**src/rtl/systolic_mac_cell_if.sv**
```systemverilog
// Operand/partial-sum bundle for one systolic MAC cell.
// The cell uses the slave modport; whatever feeds it uses master.
`timescale 1ns/1ps
interface systolic_mac_cell_if #(
  parameter int N     = 5,
  parameter int SUM_W = 2*N+4
);
  logic [N-1:0]     a_in;
  logic [N-1:0]     b_in;
  logic [SUM_W-1:0] c_in;
  logic [N-1:0]     a_out;
  logic [N-1:0]     b_out;
  logic [SUM_W-1:0] c_out;

  modport master (
    output a_in, b_in, c_in,
    input  a_out, b_out, c_out
  );

  modport slave (
    input  a_in, b_in, c_in,
    output a_out, b_out, c_out
  );
endinterface

```
**src/rtl/systolic_mac_cell.sv**
```systemverilog
// One cell of an output-stationary / diagonal-sum systolic array.
// A moves east, B moves south, the partial sum moves south-east; every
// path is a single register stage. DELAY_ONLY cells only retime A and B.
`timescale 1ns/1ps
module systolic_mac_cell #(
  parameter int N          = 5,
  parameter int SUM_W      = 2*N+4,
  parameter bit DELAY_ONLY = 1'b0
) (
  input  logic                     clk,
  input  logic                     rst,
  systolic_mac_cell_if.slave       bus
);

  logic [N-1:0]     a_q;
  logic [N-1:0]     b_q;
  logic [SUM_W-1:0] c_q;
  logic [SUM_W-1:0] c_d;

  generate
    if (DELAY_ONLY == 1'b0) begin : gen_mac
      logic [2*N-1:0] prod;

      // Full-width unsigned product, zero-extended and added with silent wrap.
      always_comb begin
        prod = bus.a_in * bus.b_in;
        c_d  = bus.c_in + SUM_W'(prod);
      end
    end else begin : gen_delay
      // Padding cell: no arithmetic, partial sum is always zero.
      always_comb begin
        c_d = '0;
      end
    end
  endgenerate

  // Pipeline registers; reset wins over the data update in the same cycle.
  always_ff @(posedge clk) begin
    if (rst) begin
      a_q <= '0;
      b_q <= '0;
      c_q <= '0;
    end else begin
      a_q <= bus.a_in;
      b_q <= bus.b_in;
      c_q <= c_d;
    end
  end

  assign bus.a_out = a_q;
  assign bus.b_out = b_q;
  assign bus.c_out = c_q;

endmodule

```
**src/flat_wrapper.sv**
```systemverilog
// flat-port wrapper written by rule: the top's interface ports become plain ports
module systolic_mac_cell_flat 
#(
  parameter int N          = 5,
  parameter int SUM_W      = 2*N+4,
  parameter bit DELAY_ONLY = 1'b0
)
  (clk, rst, bus_a_in, bus_b_in, bus_c_in, bus_a_out, bus_b_out, bus_c_out);
  systolic_mac_cell_if #(.N(N), .SUM_W(SUM_W)) bus_i ();
  input  logic clk;
  input  logic rst;
  input wire logic [$bits(bus_i.a_in)-1:0] bus_a_in;
  input wire logic [$bits(bus_i.b_in)-1:0] bus_b_in;
  input wire logic [$bits(bus_i.c_in)-1:0] bus_c_in;
  output wire logic [$bits(bus_i.a_out)-1:0] bus_a_out;
  output wire logic [$bits(bus_i.b_out)-1:0] bus_b_out;
  output wire logic [$bits(bus_i.c_out)-1:0] bus_c_out;
  assign bus_i.a_in = bus_a_in;
  assign bus_i.b_in = bus_b_in;
  assign bus_i.c_in = bus_c_in;
  assign bus_a_out = bus_i.a_out;
  assign bus_b_out = bus_i.b_out;
  assign bus_c_out = bus_i.c_out;
  systolic_mac_cell #(.N(N), .SUM_W(SUM_W), .DELAY_ONLY(DELAY_ONLY)) u_core (.clk(clk), .rst(rst), .bus(bus_i));
endmodule
```
**config.mk**
```make
export PLATFORM = sky130hd
export DESIGN_NAME = systolic_mac_cell_flat
export DESIGN_NICKNAME = d
export VERILOG_FILES = /design/src/rtl/systolic_mac_cell_if.sv /design/src/rtl/systolic_mac_cell.sv /design/src/flat_wrapper.sv
export SDC_FILE = /design/constraint.sdc
export NUM_CORES = 1
export LEC_CHECK = 0
export ABC_AREA = 1
export BUFFER_PORTS_ARGS = -buffer_cell sky130_fd_sc_hd__buf_2
export CORE_ASPECT_RATIO = 1.75
export CORE_MARGIN = 10
export CORE_UTILIZATION = 45
export CTS_CLUSTER_SIZE = 25
export DETAILED_ROUTE_END_ITERATION = 8
export PLACE_DENSITY_LB_ADDON = 0.2
export SLEW_MARGIN = 20
export SYNTH_ARGS = -nofsm -noshare
export SYNTH_HDL_FRONTEND = slang
export SYNTH_SLANG_ARGS = --single-unit
export TNS_END_PERCENT = 10
```
**constraint.sdc**
```tcl
create_clock -name clk -period 5.2 [get_ports clk]
set_input_delay 1.04 -clock clk [delete_from_list [all_inputs] [get_ports clk]]
set_output_delay 1.04 -clock clk [all_outputs]
set_load 0.05 [all_outputs]
```
==> impl_metrics.xml, run 1 <==
<?xml version="1.0" encoding="UTF-8"?>
<metrics>
  <group name="detailed_routing">
    <metric name="routed-via-count" unit="">1676</metric>
    <metric name="avgViaCountPerCell" unit="">4.58</metric>
    <metric name="ant_nets" unit="">0</metric>
    <metric name="detail_route.wl_per_cell" unit="um">11.7</metric>
    <metric name="first_pass_iters" unit="">4</metric>
    <metric name="postRouteWirelength" unit="um">4290</metric>
    <metric name="initialDrtViolationCount" unit="">90</metric>
    <metric name="drt_drc_violations_left" unit="">0</metric>
  </group>
  <group name="floorplan">
    <metric name="num_rows" unit="">31</metric>
    <metric name="die_h" unit="um">106</metric>
    <metric name="io_pins" unit="">50</metric>
    <metric name="start_util" unit="">0.459</metric>
    <metric name="dieArea" unit="mm^2">0.00729</metric>
    <metric name="chipWidth" unit="um">69.0</metric>
    <metric name="coreArea" unit="mm^2">0.00411</metric>
  </group>
  <group name="sta">
    <metric name="min_period_over_period" unit="">0.722</metric>
    <metric name="finalHoldViolations" unit="">0</metric>
    <metric name="slew_violations" unit="">0</metric>
    <metric name="final-setup-viol-count" unit="">0</metric>
    <metric name="setup_repair_after_global_routing_missed_its_margin" unit="">false</metric>
    <metric name="setup_tns" unit="ns">0</metric>
    <metric name="final_period_minus_worst_setup_slack" unit="ns">3.75</metric>
    <metric name="tightestPinTransition" unit="ns">0.308</metric>
    <metric name="timing.max_slew.rel_slack" unit="">0.794</metric>
    <metric name="max_freq" unit="MHz">266</metric>
    <metric name="hold-worst-slack" unit="ns">1.01</metric>
    <metric name="timing.final.ws_setup" unit="ns">1.45</metric>
  </group>
  <group name="clocking">
    <metric name="cts.root.buffer_cell" unit="">clkbuf_8</metric>
    <metric name="post_cts_hold_buffer_count" unit="">0</metric>
    <metric name="tritoncts_clock_tree" unit="">built</metric>
    <metric name="cts_h_tree_depth" unit="">1</metric>
    <metric name="numCtsBuffers" unit="">3</metric>
    <metric name="cts.sink_count" unit="">24</metric>
    <metric name="cts.path.max_buffers" unit="">2</metric>
    <metric name="cts-resized-gates" unit="">0</metric>
    <metric name="cts_setup_buffers" unit="">0</metric>
    <metric name="clk_transition_reported_paths" unit="ns">0.09</metric>
  </group>
  <group name="final_layout">
    <metric name="fin_area" unit="mm^2">0.00224</metric>
    <metric name="final_common_cell" unit="">nand2_1</metric>
    <metric name="n_fill_cell" unit="">435</metric>
    <metric name="synthToLayoutAreaGrowth" unit="%">18.7</metric>
    <metric name="drive_gt1_frac" unit="">0.170</metric>
    <metric name="most-common-layout-cells" unit="">nand2_1, inv_1, buf_2</metric>
    <metric name="finish.net_count" unit="">381</metric>
    <metric name="diodes" unit="">0</metric>
  </group>
  <group name="global_routing">
    <metric name="grt_start_max_net_pins" unit="">17</metric>
    <metric name="grt_use_met3" unit="">0.0265</metric>
    <metric name="globalRouteMet1Util" unit="">0.119</metric>
    <metric name="global_route_wire_length_before_repair" unit="um">7370</metric>
    <metric name="first_global_vias" unit="">1765</metric>
    <metric name="grt_met2_use" unit="">0.240</metric>
    <metric name="grt_busiest_layer" unit="">met2</metric>
    <metric name="grtUsageTotal" unit="">0.127</metric>
    <metric name="antenna_found_initial" unit="">0</metric>
    <metric name="grt.overflow.total" unit="">0</metric>
  </group>
  <group name="yosys">
    <metric name="synth_top_family_by_area" unit="">adder cells</metric>
    <metric name="synth_xor_xnor_area_share" unit="">0.00464</metric>
    <metric name="synth_seq_cells" unit="">24</metric>
    <metric name="synth-simple-area-share" unit="">0.249</metric>
    <metric name="post_syn_nets" unit="">329</metric>
    <metric name="synth-compound-area-share" unit="">0.0332</metric>
    <metric name="synth-adder-area-share" unit="">0.313</metric>
    <metric name="synth.distinct_cells" unit="">16</metric>
    <metric name="post_synth.cell_area_avg" unit="um^2">7.09</metric>
    <metric name="synth_sequential_area_ratio" unit="">0.255</metric>
    <metric name="ys.warnings.count" unit="">0</metric>
    <metric name="yosys-mux-area-fraction" unit="">0</metric>
    <metric name="synthesized_area" unit="mm^2">0.00189</metric>
    <metric name="synthCells" unit="">266</metric>
  </group>
  <group name="worst_setup_path">
    <metric name="critical_path_peak_fanout" unit="">6</metric>
    <metric name="cp_common_cell" unit="">inv_1</metric>
    <metric name="critical_path_required" unit="ns">5.38</metric>
    <metric name="start_kind" unit="">input pin</metric>
    <metric name="endpoint" unit="">u_core.bus.c_out[13]</metric>
    <metric name="dominant_delay_contributor_by_cell_family_on_the_critical_path" unit="">adder cells</metric>
    <metric name="critPathArrivalTime" unit="ns">3.93</metric>
    <metric name="criticalPathCategory" unit="">in2reg</metric>
    <metric name="path_depth" unit="">16</metric>
    <metric name="critical_path.cell_chain" unit="">buf_2 -&gt; nand2_1 -&gt; inv_1 -&gt; fa_1 -&gt; fa_1 -&gt; inv_1 -&gt; fa_1 -&gt; inv_1 -&gt; ha_1 -&gt; nand2_1 -&gt; nor2_1 -&gt; nand3_1 -&gt; nand3_1 -&gt; nand2_1 -&gt; inv_1 -&gt; nor2_1</metric>
    <metric name="worst-path-buf-inv" unit="">5</metric>
    <metric name="cp-end-kind" unit="">flip-flop</metric>
    <metric name="crit_path_max_incr_delay" unit="ns">0.55</metric>
    <metric name="timing.critical_path.slowest_stage_cell" unit="">fa_1</metric>
    <metric name="worst_setup_path_startpoint" unit="">bus_b_in[4]</metric>
  </group>
  <group name="power_and_ir_drop">
    <metric name="power" unit="uW">793</metric>
    <metric name="combinationalPowerShare" unit="">0.556</metric>
    <metric name="pwr-share-clk" unit="">0.163</metric>
    <metric name="intPower" unit="uW">414</metric>
    <metric name="power.ir.vdd_worst" unit="mV">0.203</metric>
    <metric name="sequential_fraction_of_design_power" unit="">0.281</metric>
    <metric name="switch_pwr" unit="uW">379</metric>
    <metric name="switching_share" unit="">0.477</metric>
    <metric name="power-per-cell-area" unit="mW/mm^2">354</metric>
    <metric name="power.leakage" unit="uW">0.00143</metric>
  </group>
  <group name="run">
    <metric name="cap_violations" unit="">0</metric>
  </group>
  <group name="place">
    <metric name="dpl_cell_area" unit="mm^2">0.00218</metric>
    <metric name="port_buffers" unit="">49</metric>
    <metric name="gp_congestion" unit="">0.851</metric>
    <metric name="pre_cts_slack" unit="ns">1.15</metric>
    <metric name="place_hpwl" unit="um">3710</metric>
  </group>
  <group name="hold_path">
    <metric name="worst_hold_path_type" unit="">in2reg</metric>
    <metric name="depth_of_the_worst_hold_timing_path" unit="">4</metric>
  </group>
  <group name="status">
    <metric name="result_of_the_run" unit="">completed</metric>
  </group>
</metrics>
==> stage by stage <==
step                 util  std cells
floorplan               -        266
global placement    0.531        362
detailed placement  0.531        362
CTS                 0.545        366
global route        0.545        366
finish              0.545        366
==> flip-flops by register name, indices dropped and copies added, names as in the netlist <==
signal / flops
u_core.bus.a_out: 5
u_core.bus.b_out: 5
u_core.bus.c_out: 14
==> area by class of cell <==
| type | count | area, um^2 | area share |
|---|---|---|---|
| multi-input combinational | 169 | 1130 | 0.505 |
| sequential | 24 | 480 | 0.215 |
| inverter | 71 | 267 | 0.119 |
| timing repair buffer | 49 | 245 | 0.109 |
| tap | 49 | 61.3 | 0.0274 |
| clock buffer | 4 | 55.1 | 0.0246 |
==> power by group through the flow <==
stage / Combinational [uW] / Clock (uW) / Sequential (uW)
6_report: 441 / 129 / 223
5_1_grt: 498 / 142 / 225
4_1_cts: 448 / 134 / 223
3_5_place_dp: 445 / 0 / 228
3_3_place_gp: 437 / 0 / 228
2_1_floorplan: 225 / 0 / 343
==> synth_stat cells (all sizes together) <==
library cell | number | area, um^2
a21boi | 1 | 7.51
a21oi | 8 | 40.0
buf | 1 | 5.00
clkbuf | 1 | 3.75
dfxtp | 24 | 480
fa | 17 | 340
ha | 20 | 250
inv | 71 | 267
nand2 | 72 | 270
nand3 | 12 | 65.1
nand4 | 1 | 6.26
nor2 | 34 | 128
o21ai | 3 | 15.0
xor2 | 1 | 8.76
==> routing by layer <==
layer,wire (um),up-vias
met4,140,0
met1,1450,747
met5,0,-
li1,-,875
met3,376,11
met2,2330,43
==> how the worst min path moves through the flow <==
stage            startpoint              endpoint  slack (ns)
2_1_floorplan   bus_a_in[0]   u_core.bus.a_out[0]        1.15
3_3_place_gp   bus_c_in[13]  u_core.bus.c_out[13]        1.30
3_5_place_dp   bus_c_in[13]  u_core.bus.c_out[13]        1.31
5_1_grt         bus_a_in[4]   u_core.bus.a_out[4]        1.03
6_report       bus_c_in[13]  u_core.bus.c_out[13]        1.01
4_1_cts        bus_c_in[13]  u_core.bus.c_out[13]        1.01
==> cells by family after synthesis <==
kind of cell	after synthesis
compound gates	12
xor+xnor	1
fa+ha+maj	37
buf+inv	73
flops	24
simple gates	119
(Power assumes the default switching activity.)
==> run 2, diff against run 1 <==
==> constraint.sdc (replaced) <==
create_clock -name clk -period 3.14 [get_ports clk]
set_input_delay 0.628 -clock clk [delete_from_list [all_inputs] [get_ports clk]]
set_output_delay 0.628 -clock clk [all_outputs]
set_load 0.05 [all_outputs]
==> impl_metrics.xml, run 2 (synthesis gave the netlist of run 1 again) <==
<?xml version="1.0" encoding="UTF-8"?>
<metrics>
  <group name="hold_path">
    <metric name="worst_hold_path.endpoint" unit="">u_core.bus.b_out[4]</metric>
    <metric name="worstHoldStart" unit="">bus_b_in[4]</metric>
    <metric name="worst_hold_path_type" unit="">in2reg</metric>
    <metric name="depth_of_the_worst_hold_timing_path" unit="">3</metric>
  </group>
  <group name="global_routing">
    <metric name="global_route_wire_length_before_repair" unit="um">7710</metric>
    <metric name="first_global_vias" unit="">1873</metric>
    <metric name="grt.overflow.total" unit="">0</metric>
    <metric name="antenna_found_initial" unit="">0</metric>
    <metric name="grt_start_max_net_pins" unit="">17</metric>
    <metric name="grtUsageTotal" unit="">0.132</metric>
  </group>
  <group name="power_and_ir_drop">
    <metric name="power.ir.vdd_worst" unit="mV">0.463</metric>
    <metric name="power.leakage" unit="uW">0.00158</metric>
    <metric name="power-per-cell-area" unit="mW/mm^2">588</metric>
    <metric name="power" unit="uW">1520</metric>
  </group>
  <group name="detailed_routing">
    <metric name="route.met2.wl" unit="um">2800</metric>
    <metric name="postRouteWirelength" unit="um">4780</metric>
    <metric name="first_pass_iters" unit="">4</metric>
    <metric name="routed-via-count" unit="">1790</metric>
    <metric name="top_layer_used" unit="">met4</metric>
    <metric name="dr_wl_met3" unit="um">273</metric>
    <metric name="detail_route.wl_per_cell" unit="um">12.4</metric>
    <metric name="met1_length" unit="um">1660</metric>
    <metric name="initialDrtViolationCount" unit="">59</metric>
    <metric name="drt_drc_violations_left" unit="">0</metric>
    <metric name="avgViaCountPerCell" unit="">4.63</metric>
    <metric name="ant_nets" unit="">0</metric>
  </group>
  <group name="final_layout">
    <metric name="fin_cells" unit="">387</metric>
    <metric name="n_fill_cell" unit="">403</metric>
    <metric name="most-common-layout-cells" unit="">inv_1, nand2_1, buf_2</metric>
    <metric name="fin_area" unit="mm^2">0.00259</metric>
    <metric name="final_common_cell" unit="">inv_1</metric>
    <metric name="synthToLayoutAreaGrowth" unit="%">37.3</metric>
    <metric name="diodes" unit="">0</metric>
    <metric name="utilization" unit="">0.630</metric>
    <metric name="largest_reg_flops" unit="">14</metric>
    <metric name="finish.net_count" unit="">403</metric>
    <metric name="drive_gt1_frac" unit="">0.322</metric>
  </group>
  <group name="worst_setup_path">
    <metric name="critical_path_peak_fanout" unit="">5</metric>
    <metric name="cp-end-kind" unit="">flip-flop</metric>
    <metric name="critical_path_required" unit="ns">3.31</metric>
    <metric name="critPathArrivalTime" unit="ns">3.30</metric>
    <metric name="start_kind" unit="">input pin</metric>
    <metric name="criticalPathCategory" unit="">in2reg</metric>
  </group>
  <group name="place">
    <metric name="dp_cells" unit="">381</metric>
    <metric name="gp_congestion" unit="">0.858</metric>
    <metric name="dpl_cell_area" unit="mm^2">0.00237</metric>
    <metric name="port_buffers" unit="">49</metric>
    <metric name="place_hpwl" unit="um">3960</metric>
  </group>
  <group name="clocking">
    <metric name="cts.sink_count" unit="">24</metric>
    <metric name="post_cts_hold_buffer_count" unit="">0</metric>
    <metric name="cts.path.max_buffers" unit="">2</metric>
    <metric name="tritoncts_clock_tree" unit="">built</metric>
    <metric name="cts_h_tree_depth" unit="">1</metric>
    <metric name="clk_transition_reported_paths" unit="ns">0.09</metric>
    <metric name="cts.root.buffer_cell" unit="">clkbuf_8</metric>
    <metric name="numCtsBuffers" unit="">3</metric>
  </group>
  <group name="sta">
    <metric name="tightestPinTransition" unit="ns">0.347</metric>
    <metric name="finalHoldViolations" unit="">0</metric>
    <metric name="timing.max_slew.rel_slack" unit="">0.768</metric>
    <metric name="final-setup-viol-count" unit="">0</metric>
    <metric name="slew_violations" unit="">0</metric>
    <metric name="max_freq" unit="MHz">320</metric>
    <metric name="final_period_minus_worst_setup_slack" unit="ns">3.13</metric>
    <metric name="min_period_over_period" unit="">0.997</metric>
    <metric name="setup_repair_after_global_routing_missed_its_margin" unit="">true</metric>
  </group>
  <group name="floorplan">
    <metric name="dieArea" unit="mm^2">0.00729</metric>
    <metric name="io_pins" unit="">50</metric>
    <metric name="num_rows" unit="">31</metric>
    <metric name="chipWidth" unit="um">69.0</metric>
    <metric name="start_util" unit="">0.459</metric>
    <metric name="coreArea" unit="mm^2">0.00411</metric>
    <metric name="die_h" unit="um">106</metric>
  </group>
  <group name="run">
    <metric name="cap_violations" unit="">0</metric>
  </group>
  <group name="status">
    <metric name="result_of_the_run" unit="">completed</metric>
  </group>
</metrics>
run 2: worst max-delay path, stage by stage:
cell and delay [ns]:
buf_6 0.09, nand2_2 0.06, fa_1 0.53, inv_1 0.06
fa_1 0.50, fa_1 0.42, ha_4 0.31, nand2_1 0.13
nor2_1 0.20, nand3_1 0.11, nand3_2 0.09, nand2_1 0.05
nand2_1 0.05, nor2_1 0.04
run 2: layout make-up:
type	instances	area (um^2)	area share
Clock buffer	3	41.3	0.0159
Multi-Input combinational cell	169	1290	0.496
Sequential cell	24	480	0.185
Inverter	71	267	0.103
Timing Repair Buffer	71	455	0.176
Tap cell	49	61.3	0.0237
run 2: worst max-delay path by stage:
| stage | cells after the start | to | from |
|---|---|---|---|
| final | 14 | u_core.bus.c_out[11] | bus_a_in[4] |
| after global routing | 16 | u_core.bus.c_out[11] | bus_b_in[2] |
| after CTS | 18 | u_core.bus.c_out[11] | bus_b_in[4] |
| after detailed placement | 13 | u_core.bus.c_out[7] | bus_b_in[4] |
| after global placement | 13 | u_core.bus.c_out[7] | bus_b_in[4] |
| after floorplan | 12 | u_core.bus.c_out[7] | bus_a_in[0] |
run 2: layer usage:
| layer | global-route usage | vias to the layer above |
|---|---|---|
| li1 | - | 919 |
| met1 | 0.129 | 831 |
| met2 | 0.256 | 36 |
| met3 | 0.0191 | 4 |
| met4 | 0.0482 | 0 |
| met5 | 0 | - |
run 2: repair_timing:
| item | CTS | global route |
|---|---|---|
| setup buffers | 1 | 2 |
| setup endpoints to repair | 7 | 8 |
| pin swaps | 14 | 18 |
| resized for setup | 13 | 35 |
run 2: report_power, final:
part / leakage, uW / switching, uW / total [uW] / internal (uW)
clock: 0.0000216 / 99.0 / 185 / 85.8
combinational: 0.00136 / 605 / 969 / 364
sequential: 0.000200 / 11.7 / 369 / 357
total: 0.00158 / 716 / 1520 / 807
run 2: per-stage QoR:
step                      setup WS, ns  hold slack (ns)  setup TNS [ns]
after floorplan                -0.0128            0.735         -0.0154
after global placement          -0.347            0.884           -2.64
after detailed placement        -0.396            0.892           -2.95
after CTS                      0.00595            0.604               0
after global routing            -0.120            0.587          -0.693
final                           0.0110            0.586               0
==> run 3, diff against run 2 <==
--- a/config.mk
+++ b/config.mk
@@ -5,7 +5,6 @@
 export SDC_FILE = /design/constraint.sdc
 export NUM_CORES = 1
 export LEC_CHECK = 0
-export ABC_AREA = 1
 export BUFFER_PORTS_ARGS = -buffer_cell sky130_fd_sc_hd__buf_2
 export CORE_ASPECT_RATIO = 1.75
 export CORE_MARGIN = 10
==> impl_metrics.xml, run 3 <==
<?xml version="1.0" encoding="UTF-8"?>
<metrics>
  <group name="place">
    <metric name="port_buffers" unit="">49</metric>
    <metric name="place_hpwl" unit="um">3740</metric>
    <metric name="gp_congestion" unit="">0.829</metric>
    <metric name="pre_cts_slack" unit="ns">-0.782</metric>
  </group>
  <group name="clocking">
    <metric name="numCtsBuffers" unit="">3</metric>
    <metric name="cts.path.max_buffers" unit="">2</metric>
    <metric name="cts.root.buffer_cell" unit="">clkbuf_8</metric>
    <metric name="cts_h_tree_depth" unit="">1</metric>
    <metric name="clk_transition_reported_paths" unit="ns">0.09</metric>
    <metric name="tritoncts_clock_tree" unit="">built</metric>
    <metric name="cts.sink_count" unit="">24</metric>
  </group>
  <group name="status">
    <metric name="failed_checks" unit="">setup timing</metric>
    <metric name="result_of_the_run" unit="">finished with violations</metric>
  </group>
  <group name="power_and_ir_drop">
    <metric name="power-per-cell-area" unit="mW/mm^2">622</metric>
    <metric name="power.ir.vdd_worst" unit="mV">0.452</metric>
    <metric name="power" unit="uW">1520</metric>
    <metric name="power.leakage" unit="uW">0.00125</metric>
  </group>
  <group name="detailed_routing">
    <metric name="first_pass_iters" unit="">4</metric>
    <metric name="initialDrtViolationCount" unit="">35</metric>
    <metric name="routed-via-count" unit="">1519</metric>
    <metric name="detail_route.wl_per_cell" unit="um">14.4</metric>
    <metric name="drt_drc_violations_left" unit="">0</metric>
    <metric name="ant_nets" unit="">0</metric>
    <metric name="postRouteWirelength" unit="um">4440</metric>
    <metric name="avgViaCountPerCell" unit="">4.92</metric>
  </group>
  <group name="yosys">
    <metric name="synth_seq_cells" unit="">24</metric>
    <metric name="post_syn_nets" unit="">254</metric>
    <metric name="ys.warnings.count" unit="">0</metric>
    <metric name="synth.distinct_cells" unit="">28</metric>
    <metric name="yosys-top-cells-area" unit="">dfxtp_1, fa_1, ha_1</metric>
    <metric name="yosys-mux-area-fraction" unit="">0.0232</metric>
    <metric name="synth_xor_xnor_area_share" unit="">0.00982</metric>
    <metric name="post_synth.cell_area_avg" unit="um^2">9.33</metric>
    <metric name="synth-compound-area-share" unit="">0.115</metric>
    <metric name="most_used_flip_flop_cell_after_synthesis" unit="">dfxtp_1</metric>
    <metric name="synth_top_family_by_area" unit="">adder cells</metric>
    <metric name="synthMostInstantiatedCell" unit="">inv_1</metric>
    <metric name="synth_top_cell_by_area" unit="">dfxtp_1</metric>
    <metric name="synthCells" unit="">191</metric>
    <metric name="fraction_of_synthesis_flops_using_an_asynchronous_set_or_reset_pin" unit="">0</metric>
    <metric name="synthesized_area" unit="mm^2">0.00178</metric>
    <metric name="synth_top_cells_by_count" unit="">inv_1, dfxtp_1, ha_1</metric>
    <metric name="yosysTopAreaCellShare" unit="">0.269</metric>
    <metric name="number_of_enable_type_register_cells_in_the_synthesized_netlist" unit="">0</metric>
    <metric name="synth-simple-area-share" unit="">0.186</metric>
    <metric name="synth_sequential_area_ratio" unit="">0.269</metric>
    <metric name="synth-adder-area-share" unit="">0.331</metric>
  </group>
  <group name="worst_setup_path">
    <metric name="critical_path_peak_fanout" unit="">6</metric>
    <metric name="critical_path.cell_chain" unit="">buf_4 -&gt; and2_4 -&gt; fa_1 -&gt; fa_1 -&gt; inv_1 -&gt; fa_1 -&gt; inv_2 -&gt; ha_4 -&gt; o21ai_4 -&gt; o21bai_4 -&gt; a211oi_2 -&gt; o31a_1 -&gt; mux2_4</metric>
    <metric name="worst-path-buf-inv" unit="">3</metric>
    <metric name="start_kind" unit="">input pin</metric>
    <metric name="critPathArrivalTime" unit="ns">3.70</metric>
    <metric name="cp_common_cell" unit="">fa_1</metric>
    <metric name="dominant_delay_contributor_by_cell_family_on_the_critical_path" unit="">adder cells</metric>
    <metric name="criticalPathCategory" unit="">in2reg</metric>
    <metric name="critical_path_required" unit="ns">3.31</metric>
    <metric name="cp-end-kind" unit="">flip-flop</metric>
    <metric name="crit_path_max_incr_delay" unit="ns">0.50</metric>
    <metric name="timing.critical_path.slowest_stage_cell" unit="">fa_1</metric>
  </group>
  <group name="floorplan">
    <metric name="dieArea" unit="mm^2">0.00698</metric>
    <metric name="num_rows" unit="">30</metric>
    <metric name="coreArea" unit="mm^2">0.00387</metric>
    <metric name="die_h" unit="um">103</metric>
    <metric name="start_util" unit="">0.461</metric>
    <metric name="io_pins" unit="">50</metric>
    <metric name="chipWidth" unit="um">67.6</metric>
  </group>
  <group name="final_layout">
    <metric name="final_common_cell" unit="">buf_2</metric>
    <metric name="synthToLayoutAreaGrowth" unit="%">37.5</metric>
    <metric name="multiInputGateArea" unit="mm^2">0.00131</metric>
    <metric name="n_fill_cell" unit="">336</metric>
    <metric name="area.sequential" unit="um^2">480</metric>
    <metric name="most-common-layout-cells" unit="">buf_2, inv_1, dfxtp_1</metric>
    <metric name="diodes" unit="">0</metric>
    <metric name="utilization" unit="">0.634</metric>
    <metric name="drive_gt1_frac" unit="">0.368</metric>
    <metric name="finish.net_count" unit="">325</metric>
    <metric name="largest_reg_flops" unit="">14</metric>
  </group>
  <group name="sta">
    <metric name="slew_violations" unit="">0</metric>
    <metric name="hold-worst-slack" unit="ns">0.584</metric>
    <metric name="tightestPinTransition" unit="ns">0.508</metric>
    <metric name="finalHoldViolations" unit="">0</metric>
    <metric name="timing.max_slew.rel_slack" unit="">0.662</metric>
    <metric name="final-setup-viol-count" unit="">7</metric>
    <metric name="timing.final.ws_setup" unit="ns">-0.400</metric>
    <metric name="max_freq" unit="MHz">283</metric>
    <metric name="setup_tns" unit="ns">-1.82</metric>
    <metric name="min_period_over_period" unit="">1.13</metric>
    <metric name="final_period_minus_worst_setup_slack" unit="ns">3.54</metric>
    <metric name="setup_repair_after_global_routing_missed_its_margin" unit="">true</metric>
  </group>
  <group name="run">
    <metric name="cap_violations" unit="">0</metric>
  </group>
  <group name="global_routing">
    <metric name="antenna_found_initial" unit="">0</metric>
    <metric name="global_route_wire_length_before_repair" unit="um">7320</metric>
    <metric name="grtUsageTotal" unit="">0.135</metric>
    <metric name="grt.overflow.total" unit="">0</metric>
    <metric name="first_global_vias" unit="">1657</metric>
    <metric name="grt_start_max_net_pins" unit="">28</metric>
  </group>
  <group name="hold_path">
    <metric name="worst_hold_path_type" unit="">in2reg</metric>
  </group>
</metrics>
[run 3: layer usage]
| metal | global-route usage | up-vias | part of all wire |
|---|---|---|---|
| met3 | 0.0237 | 7 | 0.051 |
| met2 | 0.262 | 33 | 0.58 |
| li1 | - | 756 | - |
| met1 | 0.132 | 723 | 0.35 |
| met4 | 0.0508 | 0 | 0.018 |
| met5 | 0 | - | 0 |
[run 3: kinds of logic after synthesis]
kind of cell,after synthesis
buf+inv,31
simple gates,65
mux,3
xor+xnor,2
compound gates,29
fa+ha+maj,37
flops,24
[run 3: area by class of cell]
type	count	area share
multi-input combinational	136	0.536
timing repair buffer	69	0.178
clock buffer	4	0.0225
sequential	24	0.196
inverter	28	0.0429
tap	48	0.0245
[run 3: power by group]
| group | switching (uW) | internal [uW] |
|---|---|---|
| clock network | 104 | 112 |
| logic | 543 | 398 |
| registers | 10.4 | 357 |
| total | 657 | 867 |
[run 3: final timing paths]
check	slack [ns]	from	endpoint	depth (start not counted)
hold / removal	0.58	bus_b_in[2]	u_core.bus.b_out[2]	2
setup / recovery	-0.40	bus_a_in[2]	u_core.bus.c_out[11]	13
[run 3: repair_timing]
action | in CTS | in global routing
resized for setup | 22 | 6
hold endpoints to repair | 0 | 0
buffers inserted | 1 | 0
hold buffers | 0 | 0
pin swaps | 17 | 13
endpoints found under the setup margin | 8 | 9
[run 3: stage by stage]
stage                     cell area, um^2  cells
final                                2450    309
after global routing                 2450    309
after CTS                            2420    309
after detailed placement             2260    304
after global placement               2260    304
after floorplan                      1820    191
